--- src/rtl/serial_six_bit_adder_pkg.sv ---
// Shared constants and state encoding for the bit-serial adder.
package serial_six_bit_adder_pkg;

  // Default operand/result width.
  localparam int WIDTH_DEFAULT = 6;

  // Controller state encoding.
  typedef enum logic [1:0] {
    ST_IDLE = 2'd0,
    ST_RUN  = 2'd1,
    ST_DONE = 2'd2
  } state_t;

endpackage

--- src/rtl/serial_six_bit_adder_full_adder.sv ---
// Single-bit full adder built from gate primitives; the one arithmetic cell
// that the serial adder reuses for every bit position.
module full_adder (
  input  logic a,
  input  logic b,
  input  logic cin,
  output logic s,
  output logic cout
);

  logic ab_x;
  logic ab_a;
  logic cx_a;

  xor g_x0 (ab_x, a, b);
  xor g_x1 (s, ab_x, cin);
  and g_a0 (ab_a, a, b);
  and g_a1 (cx_a, ab_x, cin);
  or  g_o0 (cout, ab_a, cx_a);

endmodule

--- src/rtl/serial_six_bit_adder.sv ---
// Bit-serial adder: captures two operands on start, adds one bit per clock
// LSB first through a single full adder with a registered carry, then presents
// sum/carry alongside a one-cycle done strobe.
module serial_six_bit_adder
  import serial_six_bit_adder_pkg::*;
#(
  parameter int WIDTH = WIDTH_DEFAULT
) (
  input  logic             clk,
  input  logic             reset,
  input  logic             start,
  input  logic [WIDTH-1:0] a,
  input  logic [WIDTH-1:0] b,
  output logic             busy,
  output logic             done,
  output logic [WIDTH-1:0] sum,
  output logic             carry
);

  localparam int CNT_W = (WIDTH > 1) ? $clog2(WIDTH) : 1;
  localparam logic [CNT_W-1:0] CNT_LAST = CNT_W'(WIDTH - 1);

  state_t           state_q, state_d;
  logic [WIDTH-1:0] opa_q, opa_d;
  logic [WIDTH-1:0] opb_q, opb_d;
  logic [WIDTH-1:0] acc_q, acc_d;
  logic             cy_q, cy_d;
  logic [CNT_W-1:0] cnt_q, cnt_d;
  logic [WIDTH-1:0] sum_q, sum_d;
  logic             carry_q, carry_d;

  logic             fa_s;
  logic             fa_co;
  logic [WIDTH-1:0] acc_shift;

  // The serial bit slice: always looks at the current LSBs and carry.
  full_adder u_fa (
    .a    (opa_q[0]),
    .b    (opb_q[0]),
    .cin  (cy_q),
    .s    (fa_s),
    .cout (fa_co)
  );

  // New sum bit enters at the MSB so after WIDTH shifts bit 0 sits at bit 0.
  assign acc_shift = {fa_s, acc_q[WIDTH-1:1]};

  // Next-state, datapath and result-capture logic.
  always_comb begin
    state_d = state_q;
    opa_d   = opa_q;
    opb_d   = opb_q;
    acc_d   = acc_q;
    cy_d    = cy_q;
    cnt_d   = cnt_q;
    sum_d   = sum_q;
    carry_d = carry_q;

    case (state_q)
      ST_IDLE, ST_DONE: begin
        if (start) begin
          opa_d   = a;
          opb_d   = b;
          acc_d   = '0;
          cy_d    = 1'b0;
          cnt_d   = '0;
          state_d = ST_RUN;
        end else begin
          state_d = ST_IDLE;
        end
      end
      ST_RUN: begin
        acc_d = acc_shift;
        cy_d  = fa_co;
        opa_d = opa_q >> 1;
        opb_d = opb_q >> 1;
        cnt_d = cnt_q + CNT_W'(1);
        if (cnt_q == CNT_LAST) begin
          // Final bit: publish the complete result; sum never shows partials.
          sum_d   = acc_shift;
          carry_d = fa_co;
          cnt_d   = '0;
          state_d = ST_DONE;
        end
      end
      default: state_d = ST_IDLE;
    endcase
  end

  // State and datapath registers; reset aborts any operation in flight.
  always_ff @(posedge clk) begin
    if (reset) begin
      state_q <= ST_IDLE;
      opa_q   <= '0;
      opb_q   <= '0;
      acc_q   <= '0;
      cy_q    <= 1'b0;
      cnt_q   <= '0;
      sum_q   <= '0;
      carry_q <= 1'b0;
    end else begin
      state_q <= state_d;
      opa_q   <= opa_d;
      opb_q   <= opb_d;
      acc_q   <= acc_d;
      cy_q    <= cy_d;
      cnt_q   <= cnt_d;
      sum_q   <= sum_d;
      carry_q <= carry_d;
    end
  end

  assign busy  = (state_q == ST_RUN);
  assign done  = (state_q == ST_DONE);
  assign sum   = sum_q;
  assign carry = carry_q;

endmodule

--- config.mk ---
export PLATFORM = sky130hd
export DESIGN_NAME = serial_six_bit_adder
export DESIGN_NICKNAME = d
export VERILOG_FILES = /design/src/rtl/serial_six_bit_adder_pkg.sv /design/src/rtl/serial_six_bit_adder_full_adder.sv /design/src/rtl/serial_six_bit_adder.sv
export SDC_FILE = /design/constraint.sdc
export NUM_CORES = 1
export LEC_CHECK = 0
export ABC_AREA = 1
export CORE_MARGIN = 2
export CORE_UTILIZATION = 56
export CTS_BUF_LIST = sky130_fd_sc_hd__clkbuf_16
export CTS_CLUSTER_DIAMETER = 50
export DETAILED_ROUTE_END_ITERATION = 7
export PLACE_DENSITY = 0.83
export SETUP_SLACK_MARGIN = 0.5
export SLEW_MARGIN = 25
export SYNTH_ARGS = -nofsm -noshare
export SYNTH_HDL_FRONTEND = slang
export SYNTH_SLANG_ARGS = --single-unit
--- constraint.sdc ---
create_clock -name clk -period 1.87 [get_ports clk]
set_input_delay 0.2805 -clock clk [delete_from_list [all_inputs] [get_ports clk]]
set_output_delay 0.2805 -clock clk [all_outputs]
set_load 0.05 [all_outputs]
==> results of run 1 <==
[worst paths after layout]
path / start / endpoint / cells past startpoint
setup / recovery: state_q[1]$_SDFFE_PP0P_ / done / 3
hold / removal: opa_q[5]$_SDFFE_PP0P_ / opa_q[5]$_SDFFE_PP0P_ / 2
setup reg to reg: state_q[0]$_SDFFE_PP0P_ / opa_q[2]$_SDFFE_PP0P_ / 9
hold reg to reg: opa_q[5]$_SDFFE_PP0P_ / opa_q[5]$_SDFFE_PP0P_ / 2
[cell type report]
cell class              count  area [um2]  share of cell area (%)
well taps                  30        37.5                    2.02
flip-flops and latches     30         602                    32.4
clock buffers               5         125                    6.74
multi-input cells         131         656                    35.3
repair buffers             29         285                    15.4
inverters                  30         118                    6.33
clock inverters             2        33.8                    1.82
[power by group through the flow]
stage	Combinational (mW)	Sequential, mW	Clock (mW)
after detailed placement	0.227	0.704	0
after global placement	0.220	0.702	0
final	0.240	0.692	0.873
after floorplan	0.171	0.700	0
after CTS	0.239	0.692	0.884
after global routing	0.272	0.695	0.914
[cells in the final DEF, fill, tap and decap left out]
| cell type | count |
|---|---|
| nand2_2 | 8 |
| fa_1 | 1 |
| clkdlybuf4s50_1 | 14 |
| a21oi_1 | 3 |
| inv_6 | 1 |
| nand3_1 | 8 |
| dfxtp_2 | 1 |
| inv_1 | 26 |
| nand2_4 | 3 |
| clkinv_1 | 1 |
| buf_4 | 7 |
| o21ai_1 | 1 |
| nand2_1 | 61 |
| buf_12 | 1 |
| clkbuf_16 | 5 |
| nor3_1 | 11 |
| nor3_2 | 1 |
| nor2_4 | 2 |
| clkbuf_2 | 1 |
| inv_2 | 3 |
| clkdlybuf4s15_2 | 6 |
| bufinv_16 | 1 |
| a21oi_2 | 8 |
| nor2_1 | 16 |
| nand3_2 | 1 |
| o21ai_0 | 7 |
| dfxtp_1 | 29 |
[per-layer routing]
layer	global-route usage [%]	wire [um]
met3	8.20	146
met1	26.5	1260
met4	12.1	85
met5	0	0
met2	38.5	1420
[state kept, by name, summed over array words and instances (netlist names)]
name,flops
opa_q,6
opb_q,6
sum,6
acc_q,5
cnt_q,3
state_q,2
carry,1
cy_q,1
[cells by family (layout without fill, tap and decap cells)]
group	after synthesis	in the layout
adders and majority gates	1	1
and+or+nand+nor	111	111
DFF	30	30
buffers and inverters	39	66
AOI/OAI and AO/OA	19	19
[through the flow]
step / utilization [%] / hold slack (ns) / instances / area (um2)
floorplan: - / 0.360 / 200 / 1440
global placement: 67.9 / 0.454 / 247 / 1670
detailed placement: 67.9 / 0.454 / 247 / 1670
CTS: 75.6 / 0.462 / 257 / 1860
global route: 75.6 / 0.492 / 257 / 1860
finish: 75.6 / 0.461 / 257 / 1860
[timing repair]
| action | in CTS | in global routing |
|---|---|---|
| gates resized for setup | 20 | 3 |
| pin swaps | 1 | 0 |
| hold buffers | 0 | 0 |
| setup buffers | 3 | 0 |
| endpoints found under the setup margin | 8 | 12 |
[tightest hold or removal path, stage by stage, from the launching register on]
cell	delay, ns
dfxtp_1	0.31
nand2_2	0.07
a21oi_2	0.04
==> results.toml, run 1 <==
[synth]
yosys_warnings = 0
synth-main-ff-cell = "dfxtp_1"
syn-num-nets = 216
syn_area_mm2 = 0.00144
synth_cell_types = 24
synth_top_area_share_pct = 41.8
synth_edf_count = 0
synthTopCellsByArea = "dfxtp_1, nand2_1, inv_1"
synth_mux_area_share_pct = 0
syn_inst = 200
yosysMostFrequentCell = "nand2_1"
avgSynthCellArea_um2 = 7.18
ys_top_cells_by_count = "nand2_1, dfxtp_1, inv_1"
yosysSeqAreaShare_pct = 41.8
synthArstFlopShare_pct = 0
synthXorXnorAreaFrac_pct = 0
yosysTopAreaCell = "dfxtp_1"
synth-seq-cells = 30
synth_fa_ha_area_share_pct = 1.39
synth-simple-area-share_pct = 35.2
synth_compound_area_share_pct = 8.72
synth_top_family_by_area = "simple AND/OR/NAND/NOR gates"

[finish]
fillers = 195
drive_gt1_share_pct = 21.6
fin_nets = 243
area_delta_synth_final_pct = 29.4
antenna_cells = 0

[run]
drv_cap = 0

[pwr]
p_per_area_mw_per_mm2 = 972
internal-power_mw = 1.39
finalPower_mw = 1.81
seqPwrFrac_pct = 38.4
switching_share_pct = 23.2
p_sw_mw = 0.418
vdd_drop_max_mv = 1.00
cellLeakagePower_nw = 0.811
p_comb_share_pct = 13.3
clkPwrFrac_pct = 48.4

[clock_tree]
clk_pin_slew_ns = 0.05
cts_sinks = 30
root_buffer = "clkbuf_16"
cts_tree = "done"
cts_buffers = 5
h-tree-depth = 2
clk_path_buf_depth = 2
clock_latency_ns = 0.27

[worst_setup_path]
path_buf_inv = 2
critPathCaptureType = "output pin"
critical-path-top-delay-family = "flip-flops"
critical_path.max_stage_delay_ns = 0.38
timing_worst_setup_path_type = "reg2out"
startpoint_type = "register"
crit_slowest_cell = "dfxtp_1"
r2r_slack_ns = 0.60
critPathArrivalTime_ns = 1.04
critPathRequiredTime_ns = 1.59
crit_chain = "inv_2 > nor2_1 > buf_4"
crit_fanout = 2

[sta]
finalMaxSlewViolations = 0
rsz0062_at_grt = "false"
worst_slack_ns = 0.546
worst_pin_slew_ns = 0.408
fin_crit_sh_pct = 70.8
max-slew-margin-rel_pct = 72.8
max_freq_ghz = 0.755
setup_viol = 0
period_needed_ns = 1.32
hold_viol_final = 0
skew_ns = 0.00792
setup_tns_ns = 0

[routing]
dr.pass1.iters = 4
antenna_left = 0
vias = 1256
wl_per_cell_um = 11.3
drcViolationCount = 0
drt-initial-drc-count = 16
wl_um = 2910
vias_per_cell = 4.89

[die]
rows = 18
start_util_pct = 58.5
die-area_mm2 = 0.00298
die_w_um = 54.6
die_h_um = 54.6
coreArea_mm2 = 0.00245
ios = 24

[global_routing]
grt_pass1_vias = 1130
grt_overflow = 0
grt_antenna_before_repair = 0
grt_pass1_wl_um = 4830
grt_usage_pct = 23.4
grt_max_degree = 26

[status]
status = "finished, final reports clean"

[placed_design]
dp_hpwl_um = 1950
dp_worst_setup_slack_ns = 0.403
portBuffers = 23
gp_congestion = 0.802

[worst_hold_path]
hold_class = "reg2reg"
Note: power is estimated with default switching activity, not from simulation.
==> run 2, diff against run 1 <==
CORE_UTILIZATION = 52   (was 56)
PLACE_DENSITY = 0.78   (was 0.83)
clock period = 1.3 ns   (was 1.87 ns; I/O delays follow)
==> results.toml, run 2 (synthesized netlist as in run 1, its figures left out) <==
[global_routing]
grt_pass1_vias = 1453
grt_usage_pct = 27.3
grt_pass1_wl_um = 6580
grt_antenna_before_repair = 0
grt_max_degree = 26
grt_overflow = 0

[pwr]
p_per_area_mw_per_mm2 = 1100
cellLeakagePower_nw = 1.03
finalPower_mw = 2.57
vdd_drop_max_mv = 1.29

[worst_hold_path]
hold_class = "reg2reg"

[worst_setup_path]
timing_worst_setup_path_type = "reg2reg"
critPathArrivalTime_ns = 1.38
critPathRequiredTime_ns = 1.46
crit_fanout = 5
critPathCaptureType = "register"
startpoint_type = "register"

[sta]
worst_slack_ns = 0.0789
setup_viol = 0
period_needed_ns = 1.22
worst_pin_slew_ns = 0.270
max-slew-margin-rel_pct = 82.0
finalMaxSlewViolations = 0
max_freq_ghz = 0.819
setup_tns_ns = 0
hold_viol_final = 0
fin_crit_sh_pct = 93.9
rsz0062_at_grt = "true"
skew_ns = 0.00444

[finish]
final_common_cell = "nand2_1"
drive_gt1_share_pct = 40.3
area_delta_synth_final_pct = 62.2
final_cell_mix = "nand2_1, inv_1, dfxtp_1"
fin_nets = 259
antenna_cells = 0
fillers = 140
layoutNonFillerInstCount = 274

[placed_design]
gp_congestion = 0.725
dp_worst_setup_slack_ns = -0.0791
portBuffers = 23
dp.cells = 250
dp_hpwl_um = 2060

[clock_tree]
cts_buffers = 5
root_buffer = "clkbuf_16"
cts_tree = "done"
clock_latency_ns = 0.28
h-tree-depth = 2
clk_pin_slew_ns = 0.05
clk_path_buf_depth = 2
cts_sinks = 30
postCtsHoldBufs = 0

[routing]
antenna_left = 0
dr.pass1.iters = 4
vias = 1384
drcViolationCount = 0
vias_per_cell = 5.05
drt-initial-drc-count = 40
wl_per_cell_um = 14.4
wl_um = 3930

[die]
coreArea_mm2 = 0.00269
die-area_mm2 = 0.00320
ios = 24
die_w_um = 56.5
rows = 19
die_h_um = 56.5
start_util_pct = 53.4

[run]
drv_cap = 0

[status]
status = "finished, final reports clean"
[run 2: cell types whose count changed in the layout (fill, tap and decap cells not counted), sizes merged]
cell / before / now
buf: 8 / 29
clkdlybuf4s15: 6 / 0
inv: 30 / 34
bufinv: 1 / 0
clkbuf: 6 / 5
clkinv: 1 / 0
[run 2: repair_timing]
action | CTS | global route
gates resized for setup | 34 | 10
cloned | 5 | 0
buffers inserted | 11 | 1
pin swaps | 4 | 0
endpoints found under the setup margin | 39 | 39
[run 2: worst max-delay path, cell delays in order (launching register included)]
cell and delay [ns]:
dfxtp_4 0.36, inv_4 0.04, nor2_4 0.11, buf_4 0.18, buf_6 0.13, nand2_1 0.06, a21oi_1 0.15, nor2_1 0.06
[run 2: final timing paths]
check	from	to	slack [ns]	cells past startpoint
max	state_q[0]$_SDFFE_PP0P_	cnt_q[2]$_SDFFE_PP0P_	0.08	7
min	acc_q[1]$_SDFFE_PP0P_	acc_q[1]$_SDFFE_PP0P_	0.48	2
max reg2reg	state_q[0]$_SDFFE_PP0P_	cnt_q[2]$_SDFFE_PP0P_	0.08	7
min reg2reg	acc_q[1]$_SDFFE_PP0P_	acc_q[1]$_SDFFE_PP0P_	0.48	2
[run 2: area by class of cell]
| type | instances | area (um2) | share of cell area (%) |
|---|---|---|---|
| multi-input cells | 131 | 821 | 35.3 |
| flip-flops and latches | 30 | 619 | 26.6 |
| repair buffers | 43 | 563 | 24.2 |
| inverters | 30 | 130 | 5.59 |
| clock buffers | 5 | 125 | 5.38 |
| well taps | 31 | 38.8 | 1.67 |
| repair inverters | 2 | 22.5 | 0.968 |
| clock inverters | 2 | 7.51 | 0.323 |
[run 2: metal layers]
layer | part of all wire (%) | vias up | global-route usage [%]
li1 | - | 699 | -
met1 | 39 | 649 | 28.8
met2 | 54 | 29 | 49.0
met3 | 4.7 | 7 | 9.22
met4 | 1.6 | 0 | 11.2
met5 | 0 | - | 0
[run 2: power breakdown]
part	internal (mW)	switching, mW
logic	0.218	0.285
clock network	0.681	0.382
registers	0.970	0.0294
total	1.87	0.696
[run 2: through the flow]
step / hold slack, ns / util (%) / instance area (um2)
global placement: 0.468 / 69.7 / 1870
global route: 0.494 / 86.6 / 2330
finish: 0.479 / 86.6 / 2330
detailed placement: 0.474 / 69.7 / 1870
floorplan: 0.267 / - / 1540
CTS: 0.479 / 85.2 / 2290
